--- config.mk ---
export PLATFORM = sky130hd
export DESIGN_NAME = blob_bbox_tracker_flat
export DESIGN_NICKNAME = d
export VERILOG_FILES = /design/src/rtl/blob_bbox_tracker_if.sv /design/src/rtl/blob_bbox_tracker.sv /design/src/flat_wrapper.sv
export SDC_FILE = /design/constraint.sdc
export NUM_CORES = 1
export LEC_CHECK = 0
export BUFFER_PORTS_ARGS = -buffer_cell sky130_fd_sc_hd__buf_2
export CELL_PAD_IN_SITES_DETAIL_PLACEMENT = 1
export CELL_PAD_IN_SITES_GLOBAL_PLACEMENT = 1
export CORE_ASPECT_RATIO = 1.75
export CORE_MARGIN = 8
export CORE_UTILIZATION = 48
export CTS_BUF_LIST = sky130_fd_sc_hd__clkbuf_8
export DETAILED_ROUTE_END_ITERATION = 7
export PLACE_DENSITY = 0.94
export REMOVE_ABC_BUFFERS = 1
export SLEW_MARGIN = 20
export SYNTH_ARGS = -nofsm -noshare
export SYNTH_HDL_FRONTEND = slang
export SYNTH_SLANG_ARGS = --single-unit
export TNS_END_PERCENT = 20
--- constraint.sdc ---
create_clock -name clk -period 5.9 [get_ports clk]
set_input_delay 0.885 -clock clk [delete_from_list [all_inputs] [get_ports clk]]
set_output_delay 0.885 -clock clk [all_outputs]
set_load 0.1 [all_outputs]
--- src/rtl/blob_bbox_tracker_if.sv ---
// Pixel-stream input and frame-result handshake between the median stage,
// the bbox tracker and the register-side consumer.
interface blob_bbox_tracker_if;
    logic        Cam_enable_in;
    logic [9:0]  CamHsync_count_in;
    logic [10:0] CamPix_count_in;
    logic [15:0] data_in;
    logic        result_ack;
    logic        result_valid;
    logic        result_overrun;
    logic        obj_found;
    logic [10:0] bbox_xmin;
    logic [10:0] bbox_xmax;
    logic [9:0]  bbox_ymin;
    logic [9:0]  bbox_ymax;
    logic [21:0] pix_total;
    logic [31:0] sum_x;
    logic [31:0] sum_y;

    modport master (
        output Cam_enable_in, CamHsync_count_in, CamPix_count_in, data_in, result_ack,
        input  result_valid, result_overrun, obj_found, bbox_xmin, bbox_xmax,
               bbox_ymin, bbox_ymax, pix_total, sum_x, sum_y
    );

    modport slave (
        input  Cam_enable_in, CamHsync_count_in, CamPix_count_in, data_in, result_ack,
        output result_valid, result_overrun, obj_found, bbox_xmin, bbox_xmax,
               bbox_ymin, bbox_ymax, pix_total, sum_x, sum_y
    );
endinterface

--- src/rtl/blob_bbox_tracker.sv ---
// Per-frame foreground statistics (bbox, count, coordinate sums) on the binary
// pixel stream, latched at each frame boundary behind a valid/ack handshake.
module blob_bbox_tracker #(
    parameter int unsigned MIN_PIXELS = 16,
    parameter int unsigned DATA_BIT   = 15
) (
    input logic                  clk,
    input logic                  reset,
    blob_bbox_tracker_if.slave   bus
);

    typedef enum logic [0:0] {StIdle, StAccum} state_e;

    state_e      state_q;
    logic [9:0]  prev_hsync_q;
    logic [10:0] acc_xmin_q, acc_xmax_q;
    logic [9:0]  acc_ymin_q, acc_ymax_q;
    logic [21:0] acc_cnt_q;
    logic [31:0] acc_sx_q, acc_sy_q;

    logic [10:0] px;
    logic [9:0]  py;
    logic        fg, boundary, latch, ack_ok, acc_empty;
    logic [10:0] seed_xmin, seed_xmax;
    logic [9:0]  seed_ymin, seed_ymax;
    logic [21:0] seed_cnt;
    logic [31:0] seed_sx, seed_sy;

    always_comb begin
        px        = bus.CamPix_count_in;
        py        = bus.CamHsync_count_in;
        fg        = bus.Cam_enable_in & bus.data_in[DATA_BIT];
        boundary  = bus.Cam_enable_in && (py < prev_hsync_q);
        latch     = boundary && (state_q == StAccum);
        ack_ok    = bus.result_ack && bus.result_valid;
        acc_empty = (acc_cnt_q == 22'd0);
        // The boundary pixel opens the new frame, so seed the accumulators with it.
        seed_xmin = fg ? px : 11'h7ff;
        seed_xmax = fg ? px : 11'd0;
        seed_ymin = fg ? py : 10'h3ff;
        seed_ymax = fg ? py : 10'd0;
        seed_cnt  = fg ? 22'd1 : 22'd0;
        seed_sx   = fg ? {21'd0, px} : 32'd0;
        seed_sy   = fg ? {22'd0, py} : 32'd0;
    end

    always_ff @(negedge clk) begin
        if (reset) begin
            state_q            <= StIdle;
            prev_hsync_q       <= 10'd0;
            acc_xmin_q         <= 11'h7ff;
            acc_xmax_q         <= 11'd0;
            acc_ymin_q         <= 10'h3ff;
            acc_ymax_q         <= 10'd0;
            acc_cnt_q          <= 22'd0;
            acc_sx_q           <= 32'd0;
            acc_sy_q           <= 32'd0;
            bus.result_valid   <= 1'b0;
            bus.result_overrun <= 1'b0;
            bus.obj_found      <= 1'b0;
            bus.bbox_xmin      <= 11'd0;
            bus.bbox_xmax      <= 11'd0;
            bus.bbox_ymin      <= 10'd0;
            bus.bbox_ymax      <= 10'd0;
            bus.pix_total      <= 22'd0;
            bus.sum_x          <= 32'd0;
            bus.sum_y          <= 32'd0;
        end else begin
            if (bus.Cam_enable_in) begin
                prev_hsync_q <= py;
            end

            if (boundary) begin
                state_q    <= StAccum;
                acc_xmin_q <= seed_xmin;
                acc_xmax_q <= seed_xmax;
                acc_ymin_q <= seed_ymin;
                acc_ymax_q <= seed_ymax;
                acc_cnt_q  <= seed_cnt;
                acc_sx_q   <= seed_sx;
                acc_sy_q   <= seed_sy;
            end else if (fg && state_q == StAccum) begin
                if (px < acc_xmin_q) acc_xmin_q <= px;
                if (px > acc_xmax_q) acc_xmax_q <= px;
                if (py < acc_ymin_q) acc_ymin_q <= py;
                if (py > acc_ymax_q) acc_ymax_q <= py;
                acc_cnt_q <= acc_cnt_q + 22'd1;
                acc_sx_q  <= acc_sx_q + {21'd0, px};
                acc_sy_q  <= acc_sy_q + {22'd0, py};
            end

            if (latch) begin
                // An empty frame reports a zero box rather than the min/max sentinels.
                bus.bbox_xmin <= acc_empty ? 11'd0 : acc_xmin_q;
                bus.bbox_xmax <= acc_empty ? 11'd0 : acc_xmax_q;
                bus.bbox_ymin <= acc_empty ? 10'd0 : acc_ymin_q;
                bus.bbox_ymax <= acc_empty ? 10'd0 : acc_ymax_q;
                bus.pix_total <= acc_cnt_q;
                bus.sum_x     <= acc_sx_q;
                bus.sum_y     <= acc_sy_q;
                bus.obj_found <= (acc_cnt_q >= 22'(MIN_PIXELS));
            end

            if (latch) begin
                bus.result_valid <= 1'b1;
            end else if (ack_ok) begin
                bus.result_valid <= 1'b0;
            end

            if (latch && bus.result_valid && !bus.result_ack) begin
                bus.result_overrun <= 1'b1;
            end else if (ack_ok) begin
                bus.result_overrun <= 1'b0;
            end
        end
    end

endmodule

--- src/flat_wrapper.sv ---
// flat-port wrapper written by rule: the top's interface ports become plain ports
module blob_bbox_tracker_flat 
#(
    parameter int unsigned MIN_PIXELS = 16,
    parameter int unsigned DATA_BIT   = 15
)
  (clk, reset, bus_Cam_enable_in, bus_CamHsync_count_in, bus_CamPix_count_in, bus_data_in, bus_result_ack, bus_result_valid, bus_result_overrun, bus_obj_found, bus_bbox_xmin, bus_bbox_xmax, bus_bbox_ymin, bus_bbox_ymax, bus_pix_total, bus_sum_x, bus_sum_y);
  blob_bbox_tracker_if bus_i ();
  input logic clk;
  input logic reset;
  input wire logic [$bits(bus_i.Cam_enable_in)-1:0] bus_Cam_enable_in;
  input wire logic [$bits(bus_i.CamHsync_count_in)-1:0] bus_CamHsync_count_in;
  input wire logic [$bits(bus_i.CamPix_count_in)-1:0] bus_CamPix_count_in;
  input wire logic [$bits(bus_i.data_in)-1:0] bus_data_in;
  input wire logic [$bits(bus_i.result_ack)-1:0] bus_result_ack;
  output wire logic [$bits(bus_i.result_valid)-1:0] bus_result_valid;
  output wire logic [$bits(bus_i.result_overrun)-1:0] bus_result_overrun;
  output wire logic [$bits(bus_i.obj_found)-1:0] bus_obj_found;
  output wire logic [$bits(bus_i.bbox_xmin)-1:0] bus_bbox_xmin;
  output wire logic [$bits(bus_i.bbox_xmax)-1:0] bus_bbox_xmax;
  output wire logic [$bits(bus_i.bbox_ymin)-1:0] bus_bbox_ymin;
  output wire logic [$bits(bus_i.bbox_ymax)-1:0] bus_bbox_ymax;
  output wire logic [$bits(bus_i.pix_total)-1:0] bus_pix_total;
  output wire logic [$bits(bus_i.sum_x)-1:0] bus_sum_x;
  output wire logic [$bits(bus_i.sum_y)-1:0] bus_sum_y;
  assign bus_i.Cam_enable_in = bus_Cam_enable_in;
  assign bus_i.CamHsync_count_in = bus_CamHsync_count_in;
  assign bus_i.CamPix_count_in = bus_CamPix_count_in;
  assign bus_i.data_in = bus_data_in;
  assign bus_i.result_ack = bus_result_ack;
  assign bus_result_valid = bus_i.result_valid;
  assign bus_result_overrun = bus_i.result_overrun;
  assign bus_obj_found = bus_i.obj_found;
  assign bus_bbox_xmin = bus_i.bbox_xmin;
  assign bus_bbox_xmax = bus_i.bbox_xmax;
  assign bus_bbox_ymin = bus_i.bbox_ymin;
  assign bus_bbox_ymax = bus_i.bbox_ymax;
  assign bus_pix_total = bus_i.pix_total;
  assign bus_sum_x = bus_i.sum_x;
  assign bus_sum_y = bus_i.sum_y;
  blob_bbox_tracker #(.MIN_PIXELS(MIN_PIXELS), .DATA_BIT(DATA_BIT)) u_core (.clk(clk), .reset(reset), .bus(bus_i));
endmodule
==> impl_metrics.toml <==
[global_routing]
grt_use_total = 0.3673
grt_pass1_wl_mm = 95.08
grt_max_degree = 54
grt_pass1_vias = 17820
gr-total-overflow = 0
grt_antenna_before_repair = 1

[run]
maxCapViolCount = 0

[detailed_routing]
met1Wirelength_mm = 21.07
totalWireLength_mm = 60.66
antenna_left = 0
dr.first_iter.drc_count = 1331
post_drt_wl_per_cell_um = 25.08
first_pass_iters = 5
vias = 15520
viasPerCell = 6.415
wl_met2_mm = 30.32
drc = 0
wl_met3_mm = 4.432
top_layer = "met4"

[die]
std_cell_rows = 79
dieArea_mm2 = 0.03249
coreArea_mm2 = 0.02649
die_w_um = 139.7
die_h_um = 232.5
pin_count = 172
start_util = 0.4854

[setup_path]
end_kind = "flop"
r2r_cells = 9
critPathKind = "in2reg"
arrival_ns = 3.38
start_kind = "input pin"
crit_fanout = 22
worstPathRequired_ns = 3.45
reg2reg_setup_slack_ns = 2.99

[finish]
final_cell_mix = "352 x inv_1, 302 x nand2_1, 270 x dfxtp_1, 201 x a21oi_1, 155 x buf_2"
drive_gt1_frac = 0.1703
fin_cells = 2419
design_area_mm2 = 0.01657
n_fill_cell = 3327
nets = 2176
multi_input_area_mm2 = 0.006815
area_growth_pct = 28.91
seq_area_mm2 = 0.005405
layout_commonest_cell = "inv_1"

[synth]
yosys_warnings = 0
synth.distinct_cells = 59
yosysTopAreaCellShare = 0.4204
syn-mean-instance-area_um2 = 8.107
syn_area_mm2 = 0.01286
synth_ff_type = "dfxtp_1"
async_flop_share = 0
synth-seq-area-share = 0.4204
synth_top_cell_by_area = "dfxtp_1"
synth.area.top_cells = "dfxtp_1 42%, nand2_1 8.8%, a21oi_1 7.9%"
ys_seq_elements = 270
synth_edf_count = 0
netlist_instances = 1586

[min_path]
hold_path.class = "reg2reg"
hold_depth = 2

[clock_tree]
cts_tree = "done"
clk_latency_ns = 0.67
root_buffer = "clkbuf_8"
htree_levels = 2
cts_buffer_depth = 3
path_clk_slew_ns = 0.08
postCtsHoldBufs = 0
cts_buffers = 43
cts.sinks = 270

[timing]
slew_headroom = 0.4877
slew_viol_final = 0
grt_setup_unrepaired = "no"
finalHoldViolCount = 0
postLayoutSetupSlackWorst_ns = 0.06209
setup_violations = 0
tightest_slew_ns = 0.7684
fin_worst_skew_ns = 0.07125

[power_and_ir_drop]
power.leakage_nw = 7.782
clock_power_share = 0.518
p_total_mw = 5.282
p_sw_frac = 0.3814
ir_worst_vdd_mv = 0.2722
p_per_area_mw_per_mm2 = 318.7
p_switching_mw = 2.015
p_int_mw = 3.267
pwr-share-seq = 0.363
combPwrFrac = 0.119

[placement]
io_buffers = 156
dp_slack_ns = -0.3123
hpwlAfterDp_mm = 30.89
placed_area_mm2 = 0.01467
gp_congestion = 0.8902
placedCellCount = 2071

[status]
status = "complete, no violations"
==> layout make-up <==
class / count / share of cell area
clock buffers: 45 / 0.03737
well taps: 324 / 0.02446
diodes: 5 / 0.0007549
multi-input cells: 1138 / 0.4112
inverters: 68 / 0.01540
clock inverters: 299 / 0.07655
flip-flops and latches: 270 / 0.3261
repair buffers: 270 / 0.1082
==> power by group through the flow <==
stage	clock network [mW]	registers (mW)	logic, mW
finish	2.73	1.92	0.629
global route	2.96	1.92	0.658
CTS	2.76	1.92	0.604
detailed placement	0.277	1.94	0.548
global placement	0.277	1.94	0.511
floorplan	0.277	1.95	0.275
==> through the flow <==
stage                     setup TNS, ns  hold slack [ns]    util
after global placement           -3.910           0.4370  0.5536
after CTS                             0           0.4527  0.6247
after floorplan                 -453.38           0.4310       -
after detailed placement         -21.74           0.4435  0.5536
final                                 0           0.4495  0.6257
after global routing                  0           0.4719  0.6253
==> state kept, by name, summed over array words and instances (netlist names), 11 cells and up <==
name and count:
u_core.acc_sx_q 32, u_core.acc_sy_q 32, u_core.bus.sum_x 32, u_core.bus.sum_y 32
u_core.acc_cnt_q 22, u_core.bus.pix_total 22, u_core.acc_xmax_q 11, u_core.acc_xmin_q 11
u_core.bus.bbox_xmax 11, u_core.bus.bbox_xmin 11
==> per-layer routing <==
| layer | up-vias | global-route usage |
|---|---|---|
| met4 | 0 | 0.3317 |
| met2 | 1039 | 0.6319 |
| li1 | 6581 | - |
| met3 | 407 | 0.09809 |
| met1 | 7490 | 0.3578 |
| met5 | - | 0 |
==> synthesized netlist by cell type, drive strengths merged, types with 5 or more instances <==
cell	count
or3	14
o41ai	11
o2111ai	5
buf	27
o311ai	23
dfxtp	270
and2	6
inv	69
a21o	13
a211oi	18
a31o	11
o21ai	68
nand4	18
xor2	27
o31ai	19
a21oi	202
nand2	302
o21bai	7
or4	20
nor2b	6
o21a	8
ha	72
o211ai	20
nand2b	8
nor4	19
clkbuf	82
mux2i	15
nor3	15
and3	13
and4	6
nor2	62
xnor2	15
nand3	81
==> cells by family (layout without fill, tap and decap cells) <==
logic type	count (synthesis)	count (layout)	share of synthesized area
AOI/OAI and AO/OA	430	430	0.2070
xor gates and xnor gates	42	42	0.02861
adders and majority gates	74	74	0.07318
buffers and inverters	178	682	0.05333
DFF	270	270	0.4204
muxes	16	16	0.01255
other	0	5	0
and+or+nand+nor	576	576	0.2049
==> critical path, stage by stage <==
cell and delay (ns):
buf_2 0.11, ha_1 0.33, a211oi_1 0.26, nor2_1 0.10
nor4b_2 0.37, buf_4 0.22, a22o_1 0.65, o21ai_0 0.23
o311ai_0 0.21
==> path summary, 6_finish.rpt <==
path	startpoint	endpoint
max	bus_CamHsync_count_in[7]	u_core.acc_xmin_q[5]$_SDFFE_NP1P_
min	u_core.bus.sum_y[17]$_SDFFE_NP0P_	u_core.bus.sum_y[17]$_SDFFE_NP0P_
max reg2reg	u_core.prev_hsync_q[7]$_SDFFE_NP0P_	u_core.acc_xmin_q[5]$_SDFFE_NP1P_
min reg2reg	u_core.bus.sum_y[17]$_SDFFE_NP0P_	u_core.bus.sum_y[17]$_SDFFE_NP0P_
==> repair_timing <==
item,4_1_cts,5_1_grt
buffers inserted,0,0
hold endpoints to repair,0,0
endpoints found under the setup margin,0,7
gates resized for setup,0,3
Power figures use the tool's default switching activity.
